$ cat config.mk
export PLATFORM = sky130hd
export DESIGN_NAME = vedic_16bit_iter
export DESIGN_NICKNAME = d
export VERILOG_FILES = /design/src/rtl/vedic_16bit_iter.sv
export SDC_FILE = /design/constraint.sdc
export NUM_CORES = 1
export LEC_CHECK = 0
export BUFFER_PORTS_ARGS = -buffer_cell sky130_fd_sc_hd__buf_2
export CAP_MARGIN = 20
export CORE_MARGIN = 10
export CORE_UTILIZATION = 46
export CTS_CLUSTER_DIAMETER = 50
export DETAILED_ROUTE_END_ITERATION = 8
export PLACE_DENSITY_LB_ADDON = 0.1
export SLEW_MARGIN = 10
export SYNTH_ARGS = -nofsm -noshare
export SYNTH_HDL_FRONTEND = slang
export SYNTH_SLANG_ARGS = --single-unit
$ cat constraint.sdc
create_clock -name clk -period 7.9 [get_ports clk]
set_input_delay 1.58 -clock clk [delete_from_list [all_inputs] [get_ports clk]]
set_output_delay 1.58 -clock clk [all_outputs]
set_load 0.005 [all_outputs]
$ cat src/rtl/vedic_16bit_iter.sv
// vedic_16bit_iter: iterative 16x16 multiplier reusing one 8x8 vedic core.
// The four half-products go through the core one per cycle and are
// shift-accumulated into a 32-bit sum. Valid/ready handshake on both sides.
// Optional macro VEDIC_SIGNED_EN: operands are two's complement. The core
// multiplies magnitudes, and the sign is applied when the result is latched.
// CLR_OUT = 1 forces p to zero whenever out_valid is low.

module vedic_8bit (
    input  logic [7:0]  a_i,
    input  logic [7:0]  b_i,
    output logic [15:0] p_o
);
    // Vertical-and-crosswise split into four 4x4 nibble products
    logic [7:0] ll, lh, hl, hh;

    assign ll  = {4'b0, a_i[3:0]} * {4'b0, b_i[3:0]};
    assign lh  = {4'b0, a_i[3:0]} * {4'b0, b_i[7:4]};
    assign hl  = {4'b0, a_i[7:4]} * {4'b0, b_i[3:0]};
    assign hh  = {4'b0, a_i[7:4]} * {4'b0, b_i[7:4]};
    assign p_o = {8'b0, ll} + ({8'b0, lh} << 4) + ({8'b0, hl} << 4) + {hh, 8'b0};
endmodule

module vedic_16bit_iter #(
    parameter bit CLR_OUT = 1'b0
) (
    input  logic        clk,
    input  logic        rst_n,
    input  logic        in_valid,
    output logic        in_ready,
    input  logic [15:0] a,
    input  logic [15:0] b,
    output logic        out_valid,
    input  logic        out_ready,
    output logic [31:0] p,
    output logic        busy
);
    typedef enum logic [1:0] {IDLE, MUL, DONE} state_t;

    state_t      state_q;
    logic [1:0]  step_q;
    logic [31:0] acc_q, acc_d, p_q, res_d;
    logic [15:0] a_q, b_q, a_op_d, b_op_d;
    logic [7:0]  core_a, core_b;
    logic [15:0] core_p;
    logic [4:0]  shift;

    // step bit 0 picks the high byte of a, step bit 1 the high byte of b
    assign core_a = step_q[0] ? a_q[15:8] : a_q[7:0];
    assign core_b = step_q[1] ? b_q[15:8] : b_q[7:0];
    // weight of the half-product: 0, 8, 8, 16
    assign shift  = {step_q[1] & step_q[0], step_q[1] ^ step_q[0], 3'b000};

    vedic_8bit u_core (
        .a_i (core_a),
        .b_i (core_b),
        .p_o (core_p)
    );

    // zero-extended shifted partial product; the sum never exceeds 0xFFFE0001
    assign acc_d = acc_q + ({16'b0, core_p} << shift);

`ifdef VEDIC_SIGNED_EN
    logic sign_q;

    // Magnitudes feed the unsigned datapath; 0x8000 maps to 32768
    assign a_op_d = a[15] ? (~a + 16'd1) : a;
    assign b_op_d = b[15] ? (~b + 16'd1) : b;
    assign res_d  = sign_q ? (~acc_d + 32'd1) : acc_d;

    // Product sign captured alongside the operands
    always_ff @(posedge clk or negedge rst_n) begin
        if (!rst_n)
            sign_q <= 1'b0;
        else if (state_q == IDLE && in_valid)
            sign_q <= a[15] ^ b[15];
    end
`else
    assign a_op_d = a;
    assign b_op_d = b;
    assign res_d  = acc_d;
`endif

    // Control FSM plus operand, accumulator and result registers
    always_ff @(posedge clk or negedge rst_n) begin
        if (!rst_n) begin
            state_q <= IDLE;
            step_q  <= 2'd0;
            acc_q   <= 32'd0;
            a_q     <= 16'd0;
            b_q     <= 16'd0;
            p_q     <= 32'd0;
        end else begin
            case (state_q)
                IDLE: if (in_valid) begin
                    a_q     <= a_op_d;
                    b_q     <= b_op_d;
                    acc_q   <= 32'd0;
                    step_q  <= 2'd0;
                    state_q <= MUL;
                end
                MUL: begin
                    acc_q  <= acc_d;
                    step_q <= step_q + 2'd1;
                    if (step_q == 2'd3) begin
                        p_q     <= res_d;
                        state_q <= DONE;
                    end
                end
                DONE: if (out_ready) state_q <= IDLE;
                default: state_q <= IDLE;
            endcase
        end
    end

    assign in_ready  = (state_q == IDLE);
    assign busy      = (state_q != IDLE);
    assign out_valid = (state_q == DONE);
    assign p         = (CLR_OUT && state_q != DONE) ? 32'd0 : p_q;
endmodule

Word level (Yosys, flattened, before mapping)
Index checks and enable logic that the tools add are counted.
{"block": "totals", "ff_bits": 100, "inputBits": 36, "elab_cells": 41, "out_inout_bits": 35}
{"block": "classes", "bitwise_logic": 2, "reduce_logical": 7, "n_eq_ne": 6, "muxes": 10, "n_mul": 4, "shift": 1, "addsub": 5}
{"operator": "$pmux W32 S2", "n": 1}
{"operator": "$add A32 B32 Y32", "n": 1}
{"operator": "$mul A4 B4 Y8", "n": 4}
{"operator": "$mux W32", "n": 1}
{"operator": "$shl A16 B5 Y32", "n": 1}
{"operator": "$add A16 B12 Y16", "n": 1}
{"operator": "$add A16 B16 Y16", "n": 1}
{"operator": "$mux W8", "n": 2}
{"operator": "$add A8 B12 Y13", "n": 1}
{"operator": "$mux W2", "n": 4}
{"operator": "$pmux W2 S3", "n": 1}
{"operator": "$reduce_and A2 Y1", "n": 3}
{"operator": "$eq A2 B2 Y1 const B", "n": 2}
{"operator": "$ne A2 B2 Y1 const B", "n": 2}
{"operator": "$pmux W2 S2", "n": 1}
{"operator": "$reduce_bool A2 Y1", "n": 2}
{"operator": "$reduce_and A3 Y1", "n": 1}
{"operator": "$add A2 B1 Y2 const B", "n": 1}
{"operator": "$eq A2 B1 Y1 const B", "n": 1}
{"operator": "$logic_not A2 Y1", "n": 1}
{"operator": "$ne A2 B1 Y1 const B", "n": 1}
{"operator": "$and A1 B1 Y1", "n": 1}
{"operator": "$xor A1 B1 Y1", "n": 1}

Longest topological paths before layout
{"block": "logic_depth", "ltp_word": 8, "mapped_depth": 37, "mapped_depth_nobuf": 36}

Hierarchy
A second synthesis with hierarchy kept.
{"block": "hier_totals", "cells_unflattened": 972, "hier_area_um2": 8418.1}
{"mod": "vedic_16bit_iter", "seq_area_each_um2": 2502.4, "n_inst": 1, "area_per_inst_um2": 5861.9, "cells_each": 668}
{"mod": "vedic_8bit", "seq_area_each_um2": 0.0, "n_inst": 1, "area_per_inst_um2": 2556.2, "cells_each": 304}

Worst setup path after synthesis
OpenSTA, ideal clock, no wires.
{"block": "synth_timing", "path_kind": "register to register", "startpoint": "reg step_q[0]", "endpoint": "reg acc_q[31]", "path_buffers": 1, "synth_period_minus_slack_ps": 8530, "stages_incl_launch_ff": 34, "slack_ps": -630, "setup_ps": 130, "required_ps": 7770, "t_arrival_ps": 8400, "cell_sequence": "dfrtp_1 > clkbuf_1 > mux2i_1 > or2_2 > fa_1 > inv_1 > fa_1 > inv_1 > fa_1 > inv_1 > ha_1 > ha_1 > a21o_1 > a21o_1 > xnor2_1 > fa_1 > inv_1 > ha_1 > a21oi_1 > o21bai_1 > a211oi_1 > nor2_1 > or4b_2 > nand3_1 > ha_1 > a211o_1 > a31oi_1 > o21ai_0 > or3_1 > nand4_1 > nand4b_2 > a311oi_2 > xnor2_1 > o21ai_1"}
{"block": "synth_via", "elab_chain_cells": 8, "elab_cells_between_ends": 13, "cone_classes": "add/sub (4); mul (4); shift (1); mux (2); bitwise (2)"}
{"item": "start, declared", "line": "40", "rtl": "logic [1:0] step_q;"}
{"item": "start signal, assigned", "line": "103", "rtl": "step_q <= step_q + 2'd1;"}
{"item": "$mux W8", "line": "48", "rtl": "assign core_a = step_q[0] ? a_q[15:8] : a_q[7:0];"}
{"item": "$mul A4 B4 Y8, on equally long branches", "line": "16, 17"}
{"item": "$add A8 B12 Y13", "line": "20", "rtl": "assign p_o = {8'b0, ll} + ({8'b0, lh} << 4) + ({8'b0, hl} << 4) + {hh, 8'b0};"}
{"item": "$add A16 B12 Y16", "line": "20"}
{"item": "$add A16 B16 Y16", "line": "20"}
{"item": "$shl A16 B5 Y32 *", "line": "60", "rtl": "assign acc_d = acc_q + ({16'b0, core_p} << shift);"}
{"item": "$add A32 B32 Y32 *", "line": "60"}
{"item": "$pmux W32 S2 *", "line": "93", "rtl": "case (state_q)"}
{"item": "end signal, assigned", "line": "88", "rtl": "acc_q <= 32'd0;"}
{"item": "end signal, assigned", "line": "97", "rtl": "acc_q <= 32'd0;"}
{"item": "end signal, assigned", "line": "102", "rtl": "acc_q <= acc_d;"}
{"item": "end, declared", "line": "41", "rtl": "logic [31:0] acc_q, acc_d, p_q, res_d;"}
Every way passes the cells marked *; elsewhere a longest branch is shown, timed or not.
A chain may end at the register's enable or synchronous reset.

Worst setup path in the final report
Same ends and word-level chain as after synthesis.

==> reports/metrics.cfg <==
[timing]
fin_skew_ns = 0.01057
max_freq_mhz = 128.4
slew_viol_final = 0
setup_viol_count_final = 0
rsz0062_at_grt = yes
finalCritPeriodShare_pct = 98.56
worstMarginPinSlew_ns = 0.8334
slew_headroom_pct = 44.44
min_period_ns = 7.786
final-hold-violation-count = 0

[logic_synthesis]
synthCells = 864
synth_area_leaders = dfrtp_1 31%, ha_1 15%, fa_1 6.2%, mux2_2 4.9%, xnor2_1 4.0%
synth_cell_types = 57
ys_seq_area_share_pct = 31.02
synthFlopType = dfrtp_1
ys_warn_count = 0
netlist_area_sq_um = 8068
yosysTopAreaCellShare_pct = 31.02
ys_seq_elements = 100
synth_nets = 1023
synth_edf_count = 0
postSynth.asyncResetShare_pct = 100.0
synth.avg_cell_area_sq_um = 9.338
yosysTopAreaCell = dfrtp_1

[global_routing]
track_usage_pct = 17.28
grt_start_max_net_pins = 68
grt_pass1_wl_mm = 33.60
grt_pass1_vias = 6737
antenna_found_initial = 0
overflow = 0

[clock_network]
cts_buffers = 9
clk_latency_ns = 0.37
ctsHoldBuffers = 0
cts_tree = done
clk_pin_slew_ns = 0.07
cts.sinks = 100
cts_buffer_depth = 2
cts_root_buf = clkbuf_16
cts_max_level = 3

[final_layout]
drive_gt1_share_pct = 32.06
n_antenna_cell = 0
synthToLayoutAreaGrowth_pct = 25.96
nets = 1177
fillers = 1555
fin_area_sq_um = 10160

[placement]
place_area_sq_um = 9193
port_buffers = 70
globalplace.congestion = 0.8909
dp_hpwl_mm = 15.38

[route]
antenna_left = 0
vias_per_cell = 5.243
routed-via-count = 6543
drt_iter0_drc = 195
wl_per_cell_microns = 16.48
first_pass_iters = 4
drc_errors = 0
wl_mm = 20.56

[status]
status = finished clean

[floorplan]
die_w_microns = 152.4
start_util_pct = 46.81
ios = 71
coreArea_sq_um = 17240
die_h_microns = 152.4
die-area_sq_um = 23240
fp-row-count = 48

[critical_path]
critPathMaxStageDelay_ns = 0.57
required_ns = 8.13
critPathMaxFanout = 5
slowest_stage = fa_1
startpoint_type = register
cp-end-kind = register
cp.arrival_ns = 8.01
crit_type = reg -> reg

[hold_path]
min_path_type = reg -> reg

[job]
drv_cap = 0

-- sequential cells by signal, indices dropped and copies added (netlist names) --
signal / count
acc_q: 32
p: 32
a_q: 16
b_q: 16
state_q: 2
step_q: 2
-- path summary, 6_finish.rpt --
kind,cells past startpoint,endpoint,from,slack [ns]
setup / recovery,32,acc_q[31],step_q[0],0.11
hold / removal,2,p[26],p[26],0.48
setup reg to reg,32,acc_q[31],step_q[0],0.11
hold reg to reg,2,p[26],p[26],0.48
max in group asynchronous,2,b_q[6],rst_n,5.54
min in group asynchronous,1,p[6],rst_n,1.22
-- critical path: cells and delay by family, from the launching register on --
family	cells	cell delay (ns)
fa+ha+maj	8	3.01
compound gates	10	1.75
simple gates	7	1.60
flops	1	0.49
xor+xnor	2	0.33
mux	1	0.24
buf+inv	4	0.21
-- cells in the mapped netlist (5+ instances only) --
library cell,number
a211o_1,5
a21o_1,25
a21oi_1,40
a31oi_1,5
and2_1,6
clkbuf_1,28
dfrtp_1,100
fa_1,25
ha_1,98
inv_1,61
mux2_2,35
mux2i_1,19
nand2_1,58
nand2b_1,7
nand3_1,41
nor2_1,72
nor2b_1,10
nor3_1,8
o21a_1,5
o21ai_0,63
o21ai_1,12
o21bai_1,8
or2_2,24
xnor2_1,37
xor2_1,22
-- cell families after synthesis --
family                     Yosys count  synth area share [%]
DFF                                100                 31.02
AOI/OAI and AO/OA                  195                 15.46
muxes                               54                 7.243
and+or+nand+nor                    243                 14.28
xor gates and xnor gates            59                 6.405
adders and majority gates          123                 21.40
buffers and inverters               90                 4.187
-- stage by stage --
stage / instances / worst slack, ns / utilization (%) / hold slack (ns) / TNS (ns)
finish: 1248 / 0.1140 / 58.96 / 0.4751 / 0
global route: 1248 / -0.2369 / 58.96 / 0.4995 / -1.447
CTS: 1236 / 0.003687 / 56.54 / 0.4819 / 0
detailed placement: 1196 / -0.1216 / 53.33 / 0.4655 / -0.5561
global placement: 1196 / -0.04033 / 53.33 / 0.4596 / -0.1010
floorplan: 864 / 0.06193 / - / 0.4733 / 0
-- placed cells by master, fill, tap and decap left out, types with 6 or more instances in the layout --
master | synthesis | layout
dfrtp_1 | 100 | 99
buf_4 | 0 | 97
ha_1 | 98 | 88
nor2_1 | 72 | 71
buf_2 | 0 | 69
o21ai_0 | 63 | 58
nand2_1 | 58 | 56
inv_1 | 61 | 53
nand3_1 | 41 | 39
mux2_2 | 35 | 35
xnor2_1 | 37 | 30
a21oi_1 | 40 | 29
a21o_1 | 25 | 25
fa_1 | 25 | 23
xor2_1 | 22 | 19
or2_2 | 24 | 17
o21ai_1 | 12 | 17
mux2i_1 | 19 | 11
a21oi_2 | 0 | 9
nor2b_1 | 10 | 9
ha_4 | 0 | 9
clkbuf_16 | 0 | 9
inv_2 | 0 | 8
nor3_1 | 8 | 7
or2_4 | 0 | 7
nand2b_1 | 7 | 6
xnor2_2 | 0 | 6
and2_1 | 6 | 6
-- area by class of cell --
| class | count | area (sq um) | share of cell area, % |
|---|---|---|---|
| multi-input cells | 674 | 5694 | 56.03 |
| flip-flops and latches | 100 | 2504 | 24.64 |
| repair buffers | 172 | 1159 | 11.40 |
| well taps | 225 | 281.5 | 2.770 |
| clock buffers | 10 | 239.0 | 2.352 |
| inverters | 61 | 229.0 | 2.253 |
| clock inverters | 6 | 56.30 | 0.5541 |
-- routing by layer --
metal	global-route usage (%)	share of wire, %
met1	20.95	45
met2	30.47	50
met3	2.822	3.0
met4	5.586	1.8
met5	0	0
-- repair_timing --
item,CTS,global route
pin swaps,31,66
buffers inserted,24,14
gates resized for setup,17,68
setup endpoints to repair,13,28
Power is left out: the tool's default activity adds up to more than one toggle a clock period on the data nets, which glitch-free logic cannot reach.
